<file path="src/rtl/lms_pkg.sv">
// Shared types and helpers for the LMS adaptive filter: FSM states, default widths,
// saturation and accumulator sizing.
package lms_pkg;

    typedef enum logic [1:0] {
        IDLE = 2'd0,
        FILT = 2'd1,
        OUT  = 2'd2,
        UPD  = 2'd3
    } state_t;

    localparam int DATA_W        = 8;
    localparam int DEF_COEF_W    = 16;
    localparam int DEF_COEF_FRAC = 12;

    // Clamp a wide signed value into the signed range of 'width' bits.
    function automatic logic signed [63:0] sat(input logic signed [63:0] value, input int width);
        logic signed [63:0] hi;
        logic signed [63:0] lo;
        hi = (64'sd1 <<< (width - 1)) - 64'sd1;
        lo = -(64'sd1 <<< (width - 1));
        if (value > hi) return hi;
        if (value < lo) return lo;
        return value;
    endfunction

    function automatic int acc_width(input int data_w, input int coef_w, input int taps);
        return data_w + coef_w + $clog2(taps);
    endfunction

endpackage

</file>
<file path="src/rtl/lms_mac.sv">
// Shared signed multiplier with accumulate (x*w) and coefficient-update (w + e*x>>>mu) paths.
// Leaky update is built when LMS_LEAKAGE_EN is defined.
module lms_mac
    import lms_pkg::*;
#(
    parameter int COEF_W     = DEF_COEF_W,
    parameter int ACC_W      = 26,
    parameter int MU_SHIFT   = 4,
    parameter int LEAK_SHIFT = 10
) (
    input  logic                     upd_mode,
    input  logic signed [DATA_W-1:0] x_k,
    input  logic signed [COEF_W-1:0] w_k,
    input  logic signed [DATA_W-1:0] err,
    input  logic signed [ACC_W-1:0]  acc,
    output logic signed [ACC_W-1:0]  acc_next,
    output logic signed [COEF_W-1:0] w_next
);

    localparam int PROD_W = DATA_W + COEF_W;

`ifdef LMS_LEAKAGE_EN
    localparam bit LEAK_ON = 1'b1;
`else
    localparam bit LEAK_ON = 1'b0;
`endif

    logic signed [COEF_W-1:0] mul_b;
    logic signed [PROD_W-1:0] prod;
    logic signed [PROD_W-1:0] step;
    logic signed [COEF_W-1:0] leak;
    logic signed [63:0]       w_sum;

    always_comb begin
        // The single multiplier sees the coefficient while filtering and the error while adapting.
        mul_b    = upd_mode ? COEF_W'(err) : w_k;
        prod     = PROD_W'(x_k) * PROD_W'(mul_b);
        step     = prod >>> MU_SHIFT;
        leak     = LEAK_ON ? (w_k >>> LEAK_SHIFT) : '0;
        w_sum    = 64'(w_k) - 64'(leak) + 64'(step);
        w_next   = COEF_W'(sat(w_sum, COEF_W));
        acc_next = acc + ACC_W'(prod);
    end

endmodule

</file>
<file path="src/rtl/lms_adapt_filter.sv">
// Time-multiplexed LMS FIR: filter TAPS cycles, emit y/e, then adapt TAPS cycles.
// Optional leaky update selected by LMS_LEAKAGE_EN (see lms_mac).
//
// state | meaning
// IDLE  | waiting for sample_valid; shift delay line and latch d on accept
// FILT  | acc += x[k]*w[k], k = 0..TAPS-1
// OUT   | saturate y and e = d - y into the output registers
// UPD   | w[k] update when adapt_en, k = 0..TAPS-1, then back to IDLE
module lms_adapt_filter
    import lms_pkg::*;
#(
    parameter int TAPS       = 16,
    parameter int COEF_W     = DEF_COEF_W,
    parameter int COEF_FRAC  = DEF_COEF_FRAC,
    parameter int MU_SHIFT   = 4,
    parameter int LEAK_SHIFT = 10
) (
    input  logic                     clock_27mhz,
    input  logic                     reset_b,
    input  logic                     sample_valid,
    input  logic signed [DATA_W-1:0] x_in,
    input  logic signed [DATA_W-1:0] d_in,
    input  logic                     adapt_en,
    output logic signed [DATA_W-1:0] y_out,
    output logic signed [DATA_W-1:0] e_out,
    output logic                     out_valid,
    output logic                     busy,
    output logic                     overrun
);

    localparam int ACC_W = acc_width(DATA_W, COEF_W, TAPS);
    localparam int K_W   = $clog2(TAPS);
    localparam logic [K_W-1:0] K_LAST = K_W'(TAPS - 1);

    state_t state, state_nxt;
    logic [K_W-1:0]           k;
    logic signed [DATA_W-1:0] x_dl [TAPS];
    logic signed [COEF_W-1:0] w    [TAPS];
    logic signed [DATA_W-1:0] d_reg;
    logic signed [ACC_W-1:0]  acc;
    logic signed [ACC_W-1:0]  acc_next;
    logic signed [COEF_W-1:0] w_next;
    logic signed [DATA_W-1:0] y_sat;
    logic signed [DATA_W-1:0] e_sat;
    logic accept, k_last, acc_en, out_load, upd_step;

    lms_mac #(
        .COEF_W    (COEF_W),
        .ACC_W     (ACC_W),
        .MU_SHIFT  (MU_SHIFT),
        .LEAK_SHIFT(LEAK_SHIFT)
    ) u_mac (
        .upd_mode(upd_step),
        .x_k     (x_dl[k]),
        .w_k     (w[k]),
        .err     (e_out),
        .acc     (acc),
        .acc_next(acc_next),
        .w_next  (w_next)
    );

    assign k_last = (k == K_LAST);

    always_ff @(posedge clock_27mhz or negedge reset_b) begin
        if (!reset_b) state <= IDLE;
        else          state <= state_nxt;
    end

    always_comb begin
        state_nxt = state;
        case (state)
            IDLE:    if (sample_valid) state_nxt = FILT;
            FILT:    if (k_last)       state_nxt = OUT;
            OUT:                       state_nxt = UPD;
            UPD:     if (k_last)       state_nxt = IDLE;
            default:                   state_nxt = IDLE;
        endcase
    end

    always_comb begin
        busy     = (state != IDLE);
        accept   = (state == IDLE) && sample_valid;
        acc_en   = (state == FILT);
        out_load = (state == OUT);
        upd_step = (state == UPD);
    end

    always_comb begin
        y_sat = DATA_W'(sat(64'(acc) >>> COEF_FRAC, DATA_W));
        e_sat = DATA_W'(sat(64'(d_reg) - 64'(y_sat), DATA_W));
    end

    always_ff @(posedge clock_27mhz or negedge reset_b) begin
        if (!reset_b) begin
            k         <= '0;
            d_reg     <= '0;
            acc       <= '0;
            y_out     <= '0;
            e_out     <= '0;
            out_valid <= 1'b0;
            overrun   <= 1'b0;
            for (int i = 0; i < TAPS; i++) begin
                x_dl[i] <= '0;
                w[i]    <= '0;
            end
        end else begin
            out_valid <= out_load;
            if (sample_valid && busy) overrun <= 1'b1;
            if (accept) begin
                x_dl[0] <= x_in;
                for (int i = 1; i < TAPS; i++) x_dl[i] <= x_dl[i-1];
                d_reg <= d_in;
                acc   <= '0;
                k     <= '0;
            end
            if (acc_en) begin
                acc <= acc_next;
                k   <= k_last ? '0 : k + 1'b1;
            end
            if (out_load) begin
                y_out <= y_sat;
                e_out <= e_sat;
            end
            // Update cycles are spent even when frozen so the frame timing never changes.
            if (upd_step) begin
                if (adapt_en) w[k] <= w_next;
                k <= k_last ? '0 : k + 1'b1;
            end
        end
    end

endmodule
</file>
<file path="config.mk">
export PLATFORM = sky130hd
export DESIGN_NAME = lms_adapt_filter
export DESIGN_NICKNAME = d
export VERILOG_FILES = /design/src/rtl/lms_pkg.sv /design/src/rtl/lms_mac.sv /design/src/rtl/lms_adapt_filter.sv
export SDC_FILE = /design/constraint.sdc
export NUM_CORES = 1
export LEC_CHECK = 0
export CAP_MARGIN = 20
export CORE_MARGIN = 4
export CORE_UTILIZATION = 60
export CTS_BUF_LIST = sky130_fd_sc_hd__clkbuf_8
export CTS_CLUSTER_DIAMETER = 200
export DETAILED_ROUTE_END_ITERATION = 7
export PLACE_DENSITY = 0.76
export SYNTH_ARGS = -nofsm -noshare
export SYNTH_HDL_FRONTEND = slang
export SYNTH_SLANG_ARGS = --single-unit
</file>
<file path="constraint.sdc">
create_clock -name clock_27mhz -period 13.1 [get_ports clock_27mhz]
set_input_delay 3.275 -clock clock_27mhz [delete_from_list [all_inputs] [get_ports clock_27mhz]]
set_output_delay 3.275 -clock clock_27mhz [all_outputs]
set_load 0.005 [all_outputs]
</file>
### Word-level counts from Yosys, hierarchy flattened

Index checks and enable logic that the tools add are counted.

* bits in registers: 444
* output and inout port bits: 19
* bits of input ports: 20
* word-level logic and storage cells: 111

* multiplexer cells: 41
* eq/ne operators: 7
* bitwise logic cells: 1
* add/subtract/negate cells: 4
* multiply operators: 1
* magnitude comparators: 8
* reductions and logical operators: 9

Operators with widths (count)
* $bwmux 256: 1
* $mux 16: 8
* $mux 8: 10
* $bmux 16 s4: 1
* $demux 16 s4: 1
* $mux 28: 2
* $bmux 8 s4: 1
* $add 28x24->28: 1
* $mul 8x16->24: 1
* $add 16x20->21: 1
* $gt 21x16->1 const B: 1
* $lt 21x16->1 const B: 1
* $gt 16x8->1 const B: 1
* $lt 16x8->1 const B: 1
* $mux 4: 4
* $gt 9x8->1 const B: 1
* $lt 9x8->1 const B: 1
* $mux 1: 9
* $sub 8x8->9: 1
* $pmux 2 s4: 1
* $mux 2: 3
* $ne 2x2->1 const B: 3
* $ge 5x5->1 const B: 1
* $lt 5x1->1 const B: 1
* 11 further kinds: 15

### Longest topological paths before layout

* word-level depth: 13
* gate-level depth with buffers: 40
* depth with buffers taken out: 33

### Hierarchy

Synthesis repeated with hierarchy kept, for this count alone.

* cells, all modules: 2191
* area, all modules: 27308.7 um^2

By module, submodules not included
* lms_adapt_filter: area an instance 20118.0 um^2, cells an instance 1305, seq. area each 11110.7 um^2, times used 1
* lms_mac: area an instance 7190.6 um^2, cells an instance 886, seq. area each 0.0 um^2, times used 1

### Worst setup path before layout

Ideal clock, no wire load.

* kind: register to register
* from: reg k[0]
* to: reg w[101] (netlist name)
* library setup time: 0.095 ns
* cell stages (with the launch flop): 36
* required time: 13.005 ns
* setup slack: 3.468 ns
* arrival time: 9.536 ns
* buffers on the path: 6
* clock period less this slack: 9.632 ns
* cells stage by stage: dfrtp_1 -> clkbuf_1 -> buf_1 -> buf_2 -> mux4_2 -> mux2_2 -> o21ai_1 -> clkbuf_1 -> nor2_1 -> ha_1 -> fa_1 -> ha_1 -> fa_1 -> ha_1 -> fa_1 -> a21o_1 -> a21oi_1 -> o21bai_1 -> a21o_1 -> a21oi_1 -> o21ai_0 -> a2111oi_0 -> o31ai_1 -> a21oi_1 -> xnor2_1 -> ha_1 -> and4_1 -> and2_1 -> o21ai_0 -> o31ai_1 -> a311o_1 -> nor4_4 -> buf_4 -> a21oi_2 -> buf_2 -> o31ai_1

* longest elaborated chain between the ends: 13
* elaborated cells between the ends (all ways): 24
* classes of those cells: add/sub (1); mul (1); order compare (4); mux (16); bitwise (1); reduce/logical (1)

RTL lines
* start: declaration: line lms_adapt_filter.sv:36 `logic [K_W-1:0] k;`
* start signal: assignment: line lms_adapt_filter.sv:118 `k <= k_last ? '0 : k + 1'b1;`
* start signal: assignment: line lms_adapt_filter.sv:127 `k <= k_last ? '0 : k + 1'b1;`
* $not 4->5 (not written as such) *: line lms_adapt_filter.sv:54, lms_adapt_filter.sv:55, lms_adapt_filter.sv:126
* $bmux 16 s4: line lms_adapt_filter.sv:55 `.w_k (w[k]),`
* $mux 16 (not written as such) (2 in a row): line lms_adapt_filter.sv:55
* $mux 16: line lms_mac.sv:36 `mul_b = upd_mode ? COEF_W'(err) : w_k;`
* $mul 8x16->24: line lms_mac.sv:37 `prod = PROD_W'(x_k) * PROD_W'(mul_b);`
* $add 16x20->21: line lms_mac.sv:40 `w_sum = 64'(w_k) - 64'(leak) + 64'(step);`
* $lt 21x16->1: line lms_pkg.sv:23 `if (value < lo) return lo;`
* $mux 1 (2 in a row): line lms_pkg.sv:23
* $mux 16: line lms_pkg.sv:24 `return value;`
* $mux 16: line lms_pkg.sv:23
* $bwmux 256 *: line lms_adapt_filter.sv:126 `if (adapt_en) w[k] <= w_next;`
* end signal: indexed assignment: line lms_adapt_filter.sv:126
* end: declaration: line lms_adapt_filter.sv:38 `logic signed [COEF_W-1:0] w [TAPS];`

Mark *: on every way between the ends. The rest lies on a longest branch, timed or not. The select of a mux whose other input is x is not followed.
A chain may end at the register's enable or synchronous reset.

### Final worst setup path

* from: reg k[0]
* to: reg w[146] (netlist name)

The elaborated chain is that of the path after synthesis.

==> metrics.yaml <==
largest_reg_flops: 256
drc_errors: 0
grt_pass1_wl_mm: 103
synthAdderAreaFrac_pct: 13.1
first_pass_iters: 6
critPathLaunchType: "flip-flop"
synth_seq_cells: 444
async_flop_share_pct: 100
fmaxAchievable_mhz: 88.6
rsz0062_at_grt: "false"
ys_types: 70
grt_antenna_before_repair: 1
slowest_stage: "nor4_4"
synthXorXnorAreaFrac_pct: 2.11
grt_max_degree: 191
via_per_inst: 6.05
synthSimpleGateAreaFrac_pct: 9.72
slew_headroom_pct: 27.6
post-place-ws_ns: 1.84
wl_mm: 62.8
finalMaxSlewViolations: 0
synth_top_area_share_pct: 41.8
syn_nets: 2662
crit_type: "flip-flop to flip-flop"
fin_skew_ns: 0.0365
place.gp.congestion: 0.907
netlist_area_um2: 26600
synth_most_common_cell: "dfrtp_1"
cts_tree: "built"
outcome: "completed"
maxCapViolations: 0
grtUsageTotal_pct: 27.2
num_io_pins: 39
post-cts-setup-buffers: 0
synth_edf_count: 0
synth_mux_area_share_pct: 17.2
port-buffer-count: 38
num-fill-cells: 3266
dp_hpwl_mm: 42.8
worstMarginPinSlew_ns: 1.09
chipWidth_um: 219
cpMostUsedCell: "fa_1"
largest-register: "w"
synth_area_leaders: "dfrtp_1 42%, mux4_2 9.5%, fa_1 8.0%"
cpPeakStageDelay_ns: 0.85
synth_ff_type: "dfrtp_1"
worstSetupEndpointType: "flip-flop"
die_h_um: 219
reg_top3: "w (256), x_dl (128), acc (28)"
crit_required_ns: 13.67
vias: 18600
n_antenna_cell: 0
design.die.area_um2: 47800
cts-buffers-inserted: 76
final_nets: 2678
crit_fanout: 38
worst_slack_ns: 1.81
syn_inst: 2427
period_needed_ns: 11.29
synthTopCellsByCount: "444 x dfrtp_1, 307 x nand2_1, 274 x o21ai_0"
arrival_ns: 11.86
synth_compound_area_share_pct: 11.5
clock-sinks: 444
wl_per_cell_um: 20.4
first_global_vias: 19500
fin_tns_setup_ns: 0
ff2ff_setup_slack_ns: 1.81
areaGrowthSynthToFinish_pct: 9.02
yosysWarnings: 0
drive_gt1_share_pct: 19.6
hold_violations: 0
rows: 76
cts_max_level: 3
start_util_pct: 61.2
yosys.area.top_type: "dfrtp_1"
synth-seq-area-share_pct: 41.8
path_clk_slew_ns: 0.06
core_area_um2: 43500
cts-resized-gates: 0
avgSynthCellArea_um2: 11.0
root_buffer: "clkbuf_8"
overflow: 0
synth_top_family_by_area: "multiplexers"
postRouteAntennaNets: 0
setup-violations-final: 0
drt_iter0_drc: 1700
hp-class: "flip-flop to flip-flop"
insertion_delay_ns: 0.67
clockBufferDepth: 3
fin_crit_sh_pct: 86.2
cts_hold_buf: 0
==> final timing paths <==
path / from / endpoint / depth (start not counted)
worst min-delay path: overrun / overrun / 1
max in group asynchronous: reset_b / k[0] / 3
worst max-delay path: k[0] / w[146] / 31
worst min register to register: overrun / overrun / 1
worst max register to register: k[0] / w[146] / 31
min in group asynchronous: reset_b / acc[22] / 1
==> critical path, delay by kind of cell, from the launching register on <==
family | cells | cell delay [ns]
compound gates | 12 | 2.88
fa+ha+maj | 6 | 2.77
simple gates | 5 | 1.89
mux | 3 | 1.76
buf+inv | 4 | 0.84
flops | 1 | 0.74
xor+xnor | 1 | 0.23
==> through the flow <==
step	cell area, um^2	hold WS (ns)	utilization, %	std cells
after CTS	29000	0.460	66.7	3080
after global placement	27500	0.439	63.2	2948
after floorplan	26600	0.443	-	2427
final	29000	0.458	66.7	3082
after global routing	29000	0.491	66.7	3082
after detailed placement	27500	0.447	63.2	2948
==> layer usage <==
| metal | up-vias | global-route usage (%) | share of wire [%] |
|---|---|---|---|
| li1 | 8470 | - | - |
| met1 | 9425 | 36.6 | 42 |
| met2 | 589 | 44.2 | 48 |
| met3 | 154 | 5.34 | 6.2 |
| met4 | 2 | 10.3 | 3.5 |
| met5 | - | 0 | 0.011 |
==> cell families (layout without fill, tap and decap cells) <==
logic type | after synthesis | after routing
buffers and inverters | 311 | 381
AND/OR/NAND/NOR | 589 | 589
AO/OA/AOI/OAI | 505 | 505
XOR/XNOR | 64 | 64
adder cells (fa/ha/maj) | 216 | 216
flip-flops | 444 | 444
multiplexers | 298 | 298
==> cell usage in the layout, fill, tap and decap left out, types with 18 or more instances in the layout <==
cell and instances:
dfrtp_1 440, nand2_1 306, o21ai_0 272, inv_1 196, mux2_2 163, nor2_1 136
mux4_2 112, ha_1 109, fa_1 106, clkbuf_8 92, a21oi_1 67, xnor2_1 47
buf_4 39, clkdlybuf4s50_1 37, a21o_1 31, or2_2 28, nor2b_1 24, mux2i_1 23
o31ai_1 20, and3_1 18
==> final cells by class <==
| class | instances | area (um^2) | area share, % |
|---|---|---|---|
| flip-flops and latches | 444 | 11100 | 38.3 |
| clock buffers | 92 | 1270 | 4.37 |
| inverters | 170 | 638 | 2.20 |
| repair buffers | 79 | 726 | 2.50 |
| well taps | 585 | 732 | 2.52 |
| clock inverters | 40 | 224 | 0.772 |
| multi-input cells | 1672 | 14300 | 49.3 |
Power is not shown: default switching activity piles up to over one toggle a cycle in this logic, so the estimate is an artifact.
